<file path="src/rtl/park_slot_allocator.sv">
// Parking slot allocator: one pending reservation at a time, confirmed by car_in, released by exit_req.
// Optional reservation timeout is built when macro PARK_TIMEOUT_EN is defined.
module park_slot_allocator #(
    parameter int unsigned NUM_SLOTS = 8,
    parameter int unsigned IDX_W     = 3,
    parameter int unsigned TIMEOUT   = 16
) (
    input  logic                 clk,
    input  logic                 rst_n,
    input  logic                 enable,
    input  logic                 entry_req,
    input  logic                 car_in,
    input  logic                 exit_req,
    input  logic [IDX_W-1:0]     exit_slot,
    output logic                 grant,
    output logic [IDX_W-1:0]     grant_slot,
    output logic                 reject,
    output logic                 exit_err,
    output logic [NUM_SLOTS-1:0] occupancy,
    output logic [IDX_W:0]       free_count,
    output logic                 full
);

    localparam logic [0:0] IDLE     = 1'b0;
    localparam logic [0:0] RESERVED = 1'b1;

    if (NUM_SLOTS < 2 || NUM_SLOTS > 64 || TIMEOUT < 1 || TIMEOUT > 255 ||
        (64'd1 << IDX_W) < 64'(NUM_SLOTS)) begin : g_bad_params
        $error("park_slot_allocator: parameter out of range");
    end

    logic [0:0]           state;
    logic [0:0]           state_d;
    logic [NUM_SLOTS-1:0] occ_d;
    logic [NUM_SLOTS-1:0] exit_mask;
    logic [NUM_SLOTS-1:0] res_mask;
    logic [NUM_SLOTS-1:0] car_set;
    logic [IDX_W-1:0]     slot_d;
    logic [IDX_W-1:0]     pick;
    logic [IDX_W:0]       used;
    logic [IDX_W:0]       free_d;
    logic                 have_free;
    logic                 exit_hit;
    logic                 reject_d;
    logic                 exit_err_d;

`ifdef PARK_TIMEOUT_EN
    localparam int unsigned CNT_W = 8;
    localparam logic [CNT_W-1:0] TIMEOUT_LAST = CNT_W'(TIMEOUT - 1);
    logic [CNT_W-1:0] tmo_cnt;
    logic [CNT_W-1:0] tmo_cnt_d;
`endif

    // Slot decode: exit target, reserved slot, lowest-index free slot (pre-exit view)
    always_comb begin
        exit_mask = '0;
        res_mask  = '0;
        exit_hit  = 1'b0;
        have_free = 1'b0;
        pick      = '0;
        for (int unsigned i = 0; i < NUM_SLOTS; i++) begin
            exit_mask[i] = (exit_slot == IDX_W'(i));
            res_mask[i]  = (grant_slot == IDX_W'(i));
            if (exit_mask[i] && occupancy[i]) begin
                exit_hit = 1'b1;
            end
            if (!have_free && !occupancy[i]) begin
                have_free = 1'b1;
                pick      = IDX_W'(i);
            end
        end
    end

    // Next-state and registered-output logic
    always_comb begin
        state_d    = state;
        slot_d     = grant_slot;
        car_set    = '0;
        reject_d   = 1'b0;
        exit_err_d = exit_req && !exit_hit;
`ifdef PARK_TIMEOUT_EN
        tmo_cnt_d  = tmo_cnt;
`endif
        case (state)
            IDLE: begin
                if (entry_req) begin
                    if (enable && !full && have_free) begin
                        state_d = RESERVED;
                        slot_d  = pick;
`ifdef PARK_TIMEOUT_EN
                        tmo_cnt_d = '0;
`endif
                    end else begin
                        reject_d = 1'b1;
                    end
                end
            end
            RESERVED: begin
                reject_d = entry_req;
                if (car_in) begin
                    car_set = res_mask;
                    state_d = IDLE;
                    slot_d  = '0;
                end
`ifdef PARK_TIMEOUT_EN
                else if (tmo_cnt == TIMEOUT_LAST) begin
                    state_d = IDLE;
                    slot_d  = '0;
                end else begin
                    tmo_cnt_d = tmo_cnt + CNT_W'(1);
                end
`endif
            end
            default: begin
                state_d = IDLE;
                slot_d  = '0;
            end
        endcase

        // Exit only ever clears a confirmed slot, never the one being reserved
        occ_d = (occupancy | car_set) & ~((exit_req && exit_hit) ? exit_mask : '0);

        used = '0;
        for (int unsigned i = 0; i < NUM_SLOTS; i++) begin
            used = used + (IDX_W+1)'(occ_d[i]);
        end
        free_d = (IDX_W+1)'(NUM_SLOTS) - used - (IDX_W+1)'(state_d == RESERVED);
    end

    always_ff @(posedge clk or negedge rst_n) begin
        if (!rst_n) begin
            state      <= IDLE;
            grant      <= 1'b0;
            grant_slot <= '0;
            reject     <= 1'b0;
            exit_err   <= 1'b0;
            occupancy  <= '0;
            free_count <= (IDX_W+1)'(NUM_SLOTS);
            full       <= 1'b0;
        end else begin
            state      <= state_d;
            grant      <= (state_d == RESERVED);
            grant_slot <= slot_d;
            reject     <= reject_d;
            exit_err   <= exit_err_d;
            occupancy  <= occ_d;
            free_count <= free_d;
            full       <= (free_d == '0);
        end
    end

`ifdef PARK_TIMEOUT_EN
    always_ff @(posedge clk or negedge rst_n) begin
        if (!rst_n) begin
            tmo_cnt <= '0;
        end else begin
            tmo_cnt <= tmo_cnt_d;
        end
    end
`endif

endmodule

</file>
<file path="config.mk">
export PLATFORM = sky130hd
export DESIGN_NAME = park_slot_allocator
export DESIGN_NICKNAME = d
export VERILOG_FILES = /design/src/rtl/park_slot_allocator.sv
export SDC_FILE = /design/constraint.sdc
export NUM_CORES = 1
export LEC_CHECK = 0
export BUFFER_PORTS_ARGS = -buffer_cell sky130_fd_sc_hd__clkbuf_2
export CAP_MARGIN = 20
export CORE_ASPECT_RATIO = 1.2
export CORE_MARGIN = 2
export CORE_UTILIZATION = 42
export DETAILED_ROUTE_END_ITERATION = 6
export GPL_TIMING_DRIVEN = 0
export PLACE_DENSITY = 0.66
export RECOVER_POWER = 100
export SLEW_MARGIN = 20
export SYNTH_ARGS = -nofsm -noshare
export SYNTH_HDL_FRONTEND = slang
export SYNTH_SLANG_ARGS = --single-unit
</file>
<file path="constraint.sdc">
create_clock -name clk -period 6.6 [get_ports clk]
set_input_delay 0 -clock clk [delete_from_list [all_inputs] [get_ports clk]]
set_output_delay 0 -clock clk [all_outputs]
set_load 0.03 [all_outputs]
</file>
## Word-level counts from Yosys, hierarchy flattened

Cells that the tools add are included.

- Flip-flop bits (word level): 19
- Input port bits: 9
- Word-level logic and storage cells: 112

- Add/subtract/negate cells: 9
- Eq/ne operators: 17
- Mux-type cells: 37
- Bitwise logic cells: 4
- Reductions and logical operators: 38

Operators with widths:

| operator | number |
|---|---|
| equality test 3 bit, second input constant | 8 |
| 2-to-1 mux 3 bit | 8 |
| 2-to-1 mux 8 bit | 3 |
| 2-to-1 mux 1 bit | 22 |
| logical AND 1 bit | 19 |
| adder 4 x 1 -> 4 bit | 4 |
| logical NOT 1 bit | 15 |
| equality test 3 x 2 -> 1 bit, second input constant | 4 |
| AND 8 bit | 1 |
| NOT 8 bit | 1 |
| OR 8 bit | 1 |
| equality test 3 x 1 -> 1 bit, second input constant | 2 |
| logical NOT 3 bit | 2 |
| inequality test 2 bit, second input constant | 3 |
| case mux 3 bit (2 select lines) | 1 |
| adder 3 x 1 -> 4 bit | 1 |
| logical NOT 4 bit | 1 |
| case mux 1 bit (2 select lines) | 2 |
| subtractor 4 x 1 -> 4 bit | 1 |
| subtractor 4 bit, first input constant | 1 |
| adder 2 x 1 -> 3 bit | 1 |
| AND reduction 3 bit | 1 |
| adder 1 x 1 -> 2 bit | 1 |
| 2-to-1 mux 2 bit | 1 |
| NOT 1 bit | 1 |

## Logic depth before layout (Yosys ltp)

- Word-level depth: 27
- Mapped depth: 14
- Gate-level depth less buffers: 14

## Worst setup path before layout

OpenSTA, ideal clock, no wires.

- Kind: flip-flop to flip-flop
- Start point: register state
- End point: register full
- Setup time: 0.101 ns
- Data arrival time: 3.091 ns
- Path slack: 3.408 ns
- Stages on the path, launching flop included: 12
- Path buffers: 0
- Period minus slack after synthesis: 3.192 ns
- Cells stage by stage: dfrtp_1 and3_2 a21oi_1 a41oi_1 fa_1 fa_1 inv_1 fa_1 ha_1 ha_1 xor2_1 nor4_1

- Elaborated cells between the ends (all ways): 15

RTL lines:

| element | RTL line | RTL |
|---|---|---|
| from (decl) | 32 | `logic [0:0] state;` |
| from (signal assigned) | 141 | `state <= state_d;` |
| 2-to-1 mux 8 bit | 84 | `case (state)` |
| OR 8 bit | 121 | `occ_d = (occupancy \| car_set) & ~((exit_req && exit_hit) ? exit_mask : '0);` |
| AND 8 bit | 121 |  |
| via occ_d[6] | 34 | `logic [NUM_SLOTS-1:0] occ_d;` |
| adder 4 x 1 -> 4 bit (2 in series) | 125 | `used = used + (IDX_W+1)'(occ_d[i]);` |
| subtractor 4 bit | 127 | `free_d = (IDX_W+1)'(NUM_SLOTS) - used - (IDX_W+1)'(state_d == RESERVED);` |
| subtractor 4 x 1 -> 4 bit | 127 |  |
| via free_d[3] | 41 | `logic [IDX_W:0] free_d;` |
| logical NOT 4 bit | 148 | `full <= (free_d == '0);` |
| to (signal assigned) | 148 |  |
| to (decl) | 21 | `output logic full` |

The timed path passes the listed nets, and every way through them passes these cells.
A chain may end at the register's enable or synchronous reset.

## Worst setup path after layout

- Start point: register grant_slot[1]
- End point: register full

- Elaborated cells between the ends (all ways): 22

RTL lines:

| element | RTL line | RTL |
|---|---|---|
| from (decl) | 16 | `output logic [IDX_W-1:0] grant_slot,` |
| from (signal assigned) | 143 | `grant_slot <= slot_d;` |
| equality test 3 bit | 63 | `res_mask[i] = (grant_slot == IDX_W'(i));` |
| 2-to-1 mux 8 bit | 100 | `if (car_in) begin` |
| 2-to-1 mux 8 bit | 84 |  |
| OR 8 bit | 121 |  |
| AND 8 bit | 121 |  |
| via occ_d[6] | 34 |  |
| adder 4 x 1 -> 4 bit (2 in series) | 125 |  |
| subtractor 4 bit | 127 |  |
| subtractor 4 x 1 -> 4 bit | 127 |  |
| via free_d[3] | 41 |  |
| logical NOT 4 bit | 148 |  |

The timed path passes the listed nets, and every way through them passes these cells.

==> flow_metrics.py <==
metrics = {
    "status": {
        "status": "complete, no violations",
    },
    "synth": {
        "synth_top_area_share_pct": 41.9,
        "synth-edff-count": 0,
        "synth-main-ff-cell": "dfrtp_1",
        "synthCells": 104,
        "syn-num-nets": 123,
        "ys_types": 33,
        "ys_seq_area_share_pct": 44.4,
        "synth_most_common_cell": "dfrtp_1",
        "netlist_area_mm2": 0.00107,
        "ys_ff_latch": 19,
        "synth_area_per_cell_um2": 10.3,
        "async_flop_share_pct": 100,
        "synth.largest_area_cell": "dfrtp_1",
        "netlist_top_cells_area": "dfrtp_1 (42%), fa_1 (7.5%), ha_1 (7.0%), a21oi_1 (4.2%), inv_1 (4.2%)",
        "synthTopCellsByCount": "dfrtp_1 (18), inv_1 (12), a21oi_1 (9)",
        "ys.warnings.count": 0,
    },
    "sta": {
        "rsz0062_at_grt": "false",
        "fin_crit_sh_pct": 49.7,
        "hold_ws_ns": 0.00624,
        "setup_ws_ns": 3.32,
        "slew_headroom_pct": 31.4,
        "setup_tns_ns": 0,
        "fmax_mhz": 305,
        "final-hold-violation-count": 0,
        "finalSetupViolations": 0,
        "drv_slew": 0,
        "worstMarginPinSlew_ns": 1.03,
        "finalClockSkew_ns": 0.00539,
        "post-route-min-period_ns": 3.28,
    },
    "detailed_routing": {
        "drt_iter0_drc": 46,
        "dr.pass1.iters": 4,
        "wl_met1_um": 996,
        "drt-vias-per-instance": 5.68,
        "ant_nets": 0,
        "wl_per_cell_um": 14.2,
        "vias": 965,
        "finalWirelength_um": 2410,
        "drcViolationCount": 0,
        "met3_length_um": 150,
        "wl_met2_um": 1240,
        "top_layer_used": "met4",
    },
    "power_and_ir_drop": {
        "power_density_mw_per_mm2": 405,
        "combPwrFrac_pct": 50.0,
        "sw_frac_of_total_pct": 49.1,
        "p_clk_share_pct": 11.7,
        "p_leak_nw": 0.584,
        "intPower_mw": 0.262,
        "vdd_drop_max_uv": 242,
        "p_sw_mw": 0.253,
        "seqPwrFrac_pct": 38.3,
    },
    "grt": {
        "grt_pass1_wl_um": 4060,
        "grt_max_degree": 20,
        "antenna_found_initial": 0,
        "grt_usage_pct": 18.3,
        "grt-ovfl-total": 0,
        "grt_pass1_vias": 902,
    },
    "placement": {
        "dp_slack_ns": 3.31,
        "dpl.hpwl_um": 1910,
        "place_congestion": 0.889,
        "port_buffers": 26,
    },
    "critical_path": {
        "crit_family": "adder cells",
        "critPathMaxFanout": 7,
        "arrival_ns": 3.48,
        "critical-path-slowest-cell": "fa_1",
        "critPathBufInv": 1,
        "slowest_delay_ns": 0.49,
        "cp.required_ns": 6.80,
        "worstSetupPathType": "flip-flop to flip-flop",
        "end_kind": "flip-flop",
        "start_kind": "flip-flop",
        "crit_top_cell": "fa_1",
        "crit_chain": "nor2b_1 > a21oi_1 > a41oi_1 > fa_1 > fa_1 > inv_1 > fa_1 > ha_1 > ha_1 > xor2_1 > nor4_1",
    },
    "clocking": {
        "cts_setup_buffers": 0,
        "htree_levels": 1,
        "clk_pin_slew_ns": 0.12,
        "cts-root-buf": "clkbuf_4",
        "cts_num_sinks": 19,
        "cts_buffers": 3,
        "clock_path_buffers": 2,
        "clk_latency_ns": 0.30,
        "cts_tree": "yes",
    },
    "worst_hold_path": {
        "min_path_type": "primary input to flip-flop",
    },
    "layout": {
        "syn_to_final_growth_pct": 18.3,
        "post_route_cells_drive_above_1_share_pct": 10.9,
        "fin_nets": 157,
        "antenna_cells": 0,
    },
    "floorplan": {
        "initial_core_util_pct": 43.4,
        "die_w_um": 50.2,
        "core.rowCount": 20,
        "dieArea_mm2": 0.00298,
        "num_io_pins": 28,
        "core_mm2": 0.00248,
        "die_height_um": 59.4,
    },
    "job": {
        "cap_viol_max_count": 0,
    },
}
[worst register-to-register path, delay by kind of cell (launching register included)]
kind            cells  cell delay [ns]
simple gates        2             0.41
fa+ha+maj           5             1.68
flops               1             0.47
xor+xnor            1             0.17
buf+inv             1             0.08
compound gates      2             0.37
[what timing repair did]
action	in CTS	in global routing
gates resized for setup	0	0
hold buffers	3	0
hold endpoints to repair	21	0
[sequential cells by signal, summed over array words and instances, names as in the netlist]
name	flops
occupancy	8
free_count	4
grant_slot	3
exit_err	1
full	1
reject	1
state	1
[layer usage]
metal | global-route usage, % | vias to the layer above
li1 | - | 446
met3 | 3.54 | 2
met1 | 22.7 | 473
met5 | 0 | -
met2 | 30.6 | 44
met4 | 8.73 | 0
[stage by stage]
| stage | utilization [%] | power, mW | instances | area, um^2 |
|---|---|---|---|---|
| after floorplan | - | 0.380 | 104 | 1070 |
| after global placement | 50.3 | 0.463 | 163 | 1250 |
| after detailed placement | 50.3 | 0.470 | 163 | 1250 |
| after CTS | 52.7 | 0.530 | 170 | 1310 |
| after global routing | 51.3 | 0.566 | 170 | 1270 |
| final | 51.3 | 0.514 | 170 | 1270 |
[worst paths after layout]
check | slack, ns | from | cells after the start | to
setup / recovery | 3.32 | grant_slot[1]$_DFFE_PN0P_ | 11 | full$_DFF_PN0_
hold / removal | 0.006 | enable | 3 | reject$_DFF_PN0_
setup reg to reg | 3.32 | grant_slot[1]$_DFFE_PN0P_ | 11 | full$_DFF_PN0_
hold reg to reg | 0.56 | full$_DFF_PN0_ | 1 | reject$_DFF_PN0_
max in group asynchronous | 5.59 | rst_n | 2 | occupancy[4]$_DFF_PN0_
min in group asynchronous | 0.39 | rst_n | 2 | grant_slot[0]$_DFFE_PN0P_
[layout make-up]
class | count | area (um^2)
fillers | 244 | 1210
multi-input cells | 72 | 538
flip-flops and latches | 19 | 477
repair buffers | 29 | 135
inverters | 12 | 45.0
well taps | 33 | 41.3
clock buffers | 3 | 22.5
clock inverters | 1 | 7.51
plain buffers | 1 | 5.00
[logic make-up after synthesis]
family | Yosys count | synth area share [%]
fa+ha+maj | 10 | 14.4
buf+inv | 13 | 4.66
simple gates | 30 | 16.3
compound gates | 29 | 17.6
xor+xnor | 1 | 0.815
mux | 2 | 1.86
flops | 19 | 44.4
[power by group through the flow]
stage | clock network (mW) | registers, mW | logic (mW)
finish | 0.0602 | 0.197 | 0.257
global route | 0.0675 | 0.203 | 0.296
CTS | 0.0618 | 0.196 | 0.272
detailed placement | 0 | 0.199 | 0.271
global placement | 0 | 0.198 | 0.265
floorplan | 0 | 0.250 | 0.130
[placed cells by master (no fill, tap or decap), drive strengths merged, types with 4 or more instances in the layout]
cell type,netlist,layout
ha,6,6
clkbuf,0,29
a21oi,9,9
o21ai,7,7
nand2,7,7
nor2b,4,4
inv,12,12
a31oi,4,4
nor3,4,4
fa,4,4
dfrtp,18,18
No activity file was read; power rests on OpenSTA's default activity.
